$ cat src/rtl/fm_demodulator.sv
// rtl/fm_demodulator.sv - FM demodulator: zero-crossing period timer, reciprocal divider, message recovery.
module fm_demodulator #(
  parameter int AVG_LOG2 = 2,
  parameter int CNT_W    = 24,
  parameter int HYST     = 16
) (
  input  logic        clk,
  input  logic        rst,
  input  logic [7:0]  modulated,
  input  logic [31:0] ctr_ctrl,
  input  logic [4:0]  deviation,
  output logic [7:0]  message,
  output logic        message_valid,
  output logic [31:0] freq_est,
  output logic        timeout,
  output logic        overrun
);

  localparam int CW = AVG_LOG2 + 1;
  localparam logic [CW-1:0]      N_PER    = CW'(2 ** AVG_LOG2);
  localparam logic [CNT_W-1:0]   T_MAX    = '1;
  localparam logic signed [7:0]  HYST_NEG = 8'(-HYST);
  // Dividend bits above bit 32 of 2^(32+AVG_LOG2), preloaded into the remainder.
  localparam logic [CNT_W:0]     REM_INIT = (CNT_W + 1)'((1 << AVG_LOG2) >> 1);

  typedef enum logic {SYNC, MEASURE} state_t;

  state_t            state_q, state_d;
  logic              armed_q, armed_d;
  logic [CNT_W-1:0]  timer_q, timer_d;
  logic [CW-1:0]     count_q, count_d;
  logic              timeout_q, timeout_d;
  logic              overrun_q, overrun_d;
  logic              busy_q, busy_d;
  logic [5:0]        iter_q, iter_d;
  logic [CNT_W-1:0]  div_q, div_d;
  logic [CNT_W-1:0]  rem_q, rem_d;
  logic [32:0]       quo_q, quo_d;
  logic              ovf_q, ovf_d;
  logic              done_q, done_d;
  logic [31:0]       qres_q, qres_d;
  logic [7:0]        message_q, message_d;
  logic [31:0]       freq_q, freq_d;
  logic              valid_q, valid_d;

  logic              crossing;
  logic              start;
  logic [CW-1:0]     count_inc;
  logic              in_bit;
  logic [CNT_W:0]    r_shift;
  logic [CNT_W:0]    r_sub;
  logic              ge;
  logic signed [32:0] diff;
  logic signed [32:0] shifted;

  // Crossing detector with hysteresis
  always_comb begin
    crossing = armed_q && !modulated[7];
    armed_d  = armed_q;
    if (crossing) begin
      armed_d = 1'b0;
    end else if ($signed(modulated) <= HYST_NEG) begin
      armed_d = 1'b1;
    end
  end

  // Measurement FSM
  always_comb begin
    state_d   = state_q;
    timer_d   = timer_q;
    count_d   = count_q;
    timeout_d = 1'b0;
    overrun_d = 1'b0;
    start     = 1'b0;
    count_inc = count_q + CW'(1);
    case (state_q)
      SYNC: begin
        if (crossing) begin
          timer_d = CNT_W'(1);
          count_d = '0;
          state_d = MEASURE;
        end
      end
      MEASURE: begin
        if (crossing) begin
          if (count_inc == N_PER) begin
            start     = !busy_q;
            overrun_d = busy_q;
            timer_d   = CNT_W'(1);
            count_d   = '0;
          end else begin
            count_d = count_inc;
            timer_d = (timer_q == T_MAX) ? T_MAX : timer_q + CNT_W'(1);
          end
        end else if (timer_q == T_MAX) begin
          timeout_d = 1'b1;
          state_d   = SYNC;
          timer_d   = '0;
          count_d   = '0;
        end else begin
          timer_d = timer_q + CNT_W'(1);
        end
      end
      default: state_d = SYNC;
    endcase
  end

  // Restoring divider: 33 quotient bits, then a finishing cycle that saturates
  always_comb begin
    busy_d  = busy_q;
    iter_d  = iter_q;
    div_d   = div_q;
    rem_d   = rem_q;
    quo_d   = quo_q;
    ovf_d   = ovf_q;
    done_d  = 1'b0;
    qres_d  = qres_q;
    in_bit  = (AVG_LOG2 == 0) && (iter_q == 6'd0);
    r_shift = {rem_q, in_bit};
    r_sub   = r_shift - {1'b0, div_q};
    ge      = r_shift >= {1'b0, div_q};
    if (start) begin
      busy_d = 1'b1;
      iter_d = '0;
      div_d  = timer_q;
      rem_d  = REM_INIT[CNT_W-1:0];
      ovf_d  = REM_INIT >= {1'b0, timer_q};
      quo_d  = '0;
    end else if (busy_q) begin
      if (iter_q == 6'd33) begin
        busy_d = 1'b0;
        done_d = 1'b1;
        qres_d = (ovf_q || quo_q[32]) ? 32'hFFFF_FFFF : quo_q[31:0];
      end else begin
        rem_d  = CNT_W'(ge ? r_sub : r_shift);
        quo_d  = {quo_q[31:0], ge};
        iter_d = iter_q + 6'd1;
      end
    end
  end

  // Output stage: remove centre word, undo deviation shift, saturate
  always_comb begin
    message_d = message_q;
    freq_d    = freq_q;
    valid_d   = 1'b0;
    diff      = $signed({1'b0, qres_q}) - $signed({1'b0, ctr_ctrl});
    shifted   = diff >>> deviation;
    if (done_q) begin
      valid_d = 1'b1;
      freq_d  = qres_q;
      if (shifted > 33'sd127) begin
        message_d = 8'h7F;
      end else if (shifted < -33'sd128) begin
        message_d = 8'h80;
      end else begin
        message_d = shifted[7:0];
      end
    end
  end

  always_ff @(posedge clk) begin
    if (rst) begin
      state_q   <= SYNC;
      armed_q   <= 1'b0;
      timer_q   <= '0;
      count_q   <= '0;
      timeout_q <= 1'b0;
      overrun_q <= 1'b0;
      busy_q    <= 1'b0;
      iter_q    <= '0;
      div_q     <= '0;
      rem_q     <= '0;
      quo_q     <= '0;
      ovf_q     <= 1'b0;
      done_q    <= 1'b0;
      qres_q    <= '0;
      message_q <= '0;
      freq_q    <= '0;
      valid_q   <= 1'b0;
    end else begin
      state_q   <= state_d;
      armed_q   <= armed_d;
      timer_q   <= timer_d;
      count_q   <= count_d;
      timeout_q <= timeout_d;
      overrun_q <= overrun_d;
      busy_q    <= busy_d;
      iter_q    <= iter_d;
      div_q     <= div_d;
      rem_q     <= rem_d;
      quo_q     <= quo_d;
      ovf_q     <= ovf_d;
      done_q    <= done_d;
      qres_q    <= qres_d;
      message_q <= message_d;
      freq_q    <= freq_d;
      valid_q   <= valid_d;
    end
  end

  assign message       = message_q;
  assign message_valid = valid_q;
  assign freq_est      = freq_q;
  assign timeout       = timeout_q;
  assign overrun       = overrun_q;

endmodule

$ cat config.mk
export PLATFORM = sky130hd
export DESIGN_NAME = fm_demodulator
export DESIGN_NICKNAME = d
export VERILOG_FILES = /design/src/rtl/fm_demodulator.sv
export SDC_FILE = /design/constraint.sdc
export NUM_CORES = 1
export LEC_CHECK = 0
export BUFFER_PORTS_ARGS = -buffer_cell sky130_fd_sc_hd__buf_2
export CORE_ASPECT_RATIO = 0.7
export CORE_MARGIN = 4
export CORE_UTILIZATION = 55
export DETAILED_ROUTE_END_ITERATION = 8
export GPL_ROUTABILITY_DRIVEN = 0
export GPL_TIMING_DRIVEN = 0
export PLACE_DENSITY = 0.8
export SETUP_SLACK_MARGIN = 0.4
export SYNTH_ARGS = -nofsm -noshare
export SYNTH_HDL_FRONTEND = slang
export SYNTH_SLANG_ARGS = --single-unit
export TNS_END_PERCENT = 50
$ cat constraint.sdc
create_clock -name clk -period 6.3 [get_ports clk]
set_input_delay 1.26 -clock clk [delete_from_list [all_inputs] [get_ports clk]]
set_output_delay 1.26 -clock clk [all_outputs]
set_load 0.01 [all_outputs]
==> insert_results.sql <==
INSERT INTO impl_metrics (metric_group, metric, value, unit) VALUES
('floorplanning', 'effective_utilization_at_floorplan', '56.8', '%'),
('worst_setup_path', 'worstRegToRegCells', '16', ''),
('hold_path', 'worst_hold_path.num_cells', '2', ''),
('floorplanning', 'design.die.area', '27500', 'µm²'),
('detailed_routing', 'detailedRoute.firstIterationViolations', '2301', ''),
('synth', 'yosys_most_used_dff', 'sky130_fd_sc_hd__dfxtp_1', ''),
('synth', 'asyncSetResetFlopFracSynth', '0', '%'),
('clock_tree', 'numCtsBuffers', '17', ''),
('synth', 'synth_cell_type_count', '107', ''),
('clock_tree', 'clk-insertion-delay-late', '0.46', 'ns'),
('outcome', 'outcome', 'finished, final reports clean', ''),
('clock_tree', 'ctsRootBufferMaster', 'sky130_fd_sc_hd__clkbuf_16', ''),
('worst_setup_path', 'reg_to_reg_start', 'qres_q[0]', ''),
('clock_tree', 'tritoncts', 'yes', ''),
('worst_setup_path', 'path_max_fanout', '6', ''),
('placement', 'place.detailed.instances', '2241', ''),
('power', 'sequentialPowerShare', '45.0', '%'),
('power', 'power_switching_share', '29.1', '%'),
('worst_setup_path', 'worstSetupEndpointType', 'flip-flop', ''),
('detailed_routing', 'ant_nets', '0', ''),
('hold_path', 'min_path_type', 'flip-flop to flip-flop', ''),
('final_layout', 'fin_util', '62.8', '%'),
('clock_tree', 'clkTransAtPathRegs', '0.08', 'ns'),
('worst_setup_path', 'startpoint', 'ctr_ctrl[0]', ''),
('detailed_routing', 'routedWlPerCell', '19.7', 'µm'),
('synth', 'synth_most_common_cell', 'sky130_fd_sc_hd__nand2_1', ''),
('power', 'report.power.total', '2.73', 'mW'),
('floorplanning', 'row_count', '47', ''),
('run', 'total_of_max_cap_violations', '0', ''),
('sta', 'finalClockSkew', '0.0179', 'ns'),
('sta', 'report.final.setup_viol', '0', ''),
('worst_setup_path', 'reg2reg_slack', '0.79', 'ns'),
('clock_tree', 'cts_hold_buffers', '0', ''),
('sta', 'worst_slack', '0.372', 'ns'),
('power', 'power.combinational.fraction', '13.8', '%'),
('sta', 'max_freq', '169', 'MHz'),
('synth', 'post_synth_main_area_contributors', 'sky130_fd_sc_hd__dfxtp_1 28%, sky130_fd_sc_hd__a21oi_1 7.1%, sky130_fd_sc_hd__nand2_1 6.4%, sky130_fd_sc_hd__nor2_1 6.1%, sky130_fd_sc_hd__ha_1 5.8%', ''),
('synth', 'syn-num-nets', '1948', ''),
('floorplanning', 'floorplan.die.width', '196', 'µm'),
('sta', 'final.setup.tns', '0', 'ns'),
('detailed_routing', 'postRouteWirelength', '44900', 'µm'),
('worst_setup_path', 'path_class', 'primary input to flip-flop', ''),
('synth', 'synth.largest_area_cell', 'sky130_fd_sc_hd__dfxtp_1', ''),
('floorplanning', 'die_height', '140', 'µm'),
('final_layout', 'area.growth.synth_to_final', '10.5', '%'),
('sta', 'min_period_over_period', '94.1', '%'),
('power', 'internal_power', '1.94', 'mW'),
('global_route', 'grt.overflow.total', '0', ''),
('final_layout', 'fillCellCount', '2166', ''),
('synth', 'seq_area_frac_synth', '28.4', '%'),
('worst_setup_path', 'path_cells', 'buf_2 > ha_1 > fa_1 > nand2b_1 > a21o_1 > a21oi_2 > o22ai_1 > o211ai_2 > nand3_1 > nor3b_1 > o311ai_0 > and2_1 > o21ai_0 > nor4bb_1 > a31oi_1 > o32ai_1', ''),
('power', 'power.density', '181', 'nW/µm²'),
('clock_tree', 'cts_max_level', '4', ''),
('global_route', 'grt_pass1_vias', '13200', ''),
('sta', 'grt_setup_unrepaired', 'no', ''),
('global_route', 'globalRouteTotalUtil', '31.6', '%'),
('sta', 'timing.final.max_slew_violations', '0', ''),
('synth', 'ys_warn_count', '0', ''),
('placement', 'dpl_worst_slack', '0.177', 'ns'),
('floorplanning', 'coreArea', '24100', 'µm²'),
('clock_tree', 'clock_sink_count', '194', ''),
('worst_setup_path', 'critPathRequiredTime', '6.61', 'ns'),
('worst_setup_path', 'critPathMaxStageDelay', '1.17', 'ns'),
('sta', 'transition_time_of_the_tightest_slew_check_pin', '1.36', 'ns'),
('final_layout', 'post_route_cells_drive_above_1_share', '10.3', '%'),
('global_route', 'maximum_number_of_pins_on_one_net_before_global_route_repair', '19', ''),
('synth', 'mappedNetlistArea', '13700', 'µm²'),
('sta', 'final-hold-violation-count', '0', ''),
('floorplanning', 'io_pins', '90', ''),
('worst_setup_path', 'critical-path-slowest-cell', 'sky130_fd_sc_hd__o311ai_0', ''),
('synth', 'number_of_enable_flip_flop_cells_after_synthesis', '0', '');
==> power groups by stage <==
| stage | registers (mW) | clock network, mW | logic, mW |
|---|---|---|---|
| global route | 1.23 | 1.18 | 0.398 |
| finish | 1.23 | 1.13 | 0.377 |
| global placement | 1.26 | 0 | 0.345 |
| detailed placement | 1.26 | 0 | 0.352 |
| CTS | 1.23 | 1.13 | 0.354 |
| floorplan | 1.26 | 0 | 0.249 |
==> final cells by class <==
type                       instances  area, µm²  area share (%)
inverter                          89        334            2.21
tap                              318        398            2.64
buffer                           117        470            3.12
multi-input combinational       1436       8980            59.5
sequential                       194       3880            25.7
clock inverter                    12        136           0.903
clock buffer                      20        457            3.03
timing repair buffer              87        435            2.88
==> metrics by stage <==
stage	instance area (µm²)	hold slack (ns)
2_1_floorplan	13700	0.436
3_3_place_gp	14500	0.444
5_1_grt	15100	0.472
3_5_place_dp	14500	0.448
4_1_cts	15100	0.458
6_report	15100	0.458
==> worst max-delay path, delay by kind of cell <==
| kind | cells | cell delay [ns] |
|---|---|---|
| AOI/OAI and AO/OA | 8 | 3.29 |
| and+or+nand+nor | 5 | 0.98 |
| adders and majority gates | 2 | 0.59 |
| buffers and inverters | 1 | 0.11 |
==> sequential cells by signal (all words and copies together), names as in the netlist, 3 cells and up <==
name      count
timer_q      24
div_q        24
qres_q       32
count_q       3
message       8
rem_q        24
iter_q        6
freq_est     32
quo_q        33
==> cells by family (layout without fill, tap and decap cells) <==
group / count (synthesis) / count (layout) / synth area share, %
AOI/OAI and AO/OA: 534 / 534 / 26.0
xor gates and xnor gates: 40 / 40 / 2.56
adders and majority gates: 65 / 65 / 6.06
buffers and inverters: 206 / 325 / 5.89
DFF: 194 / 194 / 28.4
muxes: 72 / 72 / 6.45
and+or+nand+nor: 725 / 725 / 24.6
==> routing by layer <==
layer  wire length, µm  vias up  GRT usage [%]  part of all wire, %
met5                 0        -              0                    0
met4              1250        0           8.85                  2.8
met2             16600      990           40.7                   37
li1                  -     6758              -                    -
met1             20100     6739           48.0                   45
met3              6880      144           12.2                   15
==> cells in the final DEF, fill, tap and decap left out, drive strengths merged, types with 6 or more instances in the layout <==
master / n
a211oi: 28
a21boi: 10
a21o: 29
a21oi: 198
a22oi: 7
a311oi: 8
a31oi: 16
a41oi: 7
and2: 18
and3: 25
buf: 105
clkbuf: 119
dfxtp: 194
ha: 63
inv: 94
mux2: 6
mux2i: 54
mux4: 12
nand2: 233
nand2b: 32
nand3: 30
nand4: 17
nor2: 221
nor2b: 19
nor3: 77
nor4: 12
o2111ai: 7
o211ai: 20
o21a: 9
o21ai: 114
o21bai: 8
o22ai: 6
o31a: 6
o31ai: 7
or2: 6
or3: 12
or4: 7
xnor2: 25
xor2: 15
==> worst min path at each step <==
stage,start,end,slack (ns)
3_3_place_gp,div_q[18],div_q[18],0.44
6_report,div_q[5],div_q[5],0.46
4_1_cts,div_q[5],div_q[5],0.46
2_1_floorplan,quo_q[32],quo_q[32],0.44
3_5_place_dp,div_q[5],div_q[5],0.45
5_1_grt,div_q[13],div_q[13],0.47
Power figures use the tool's default switching activity.
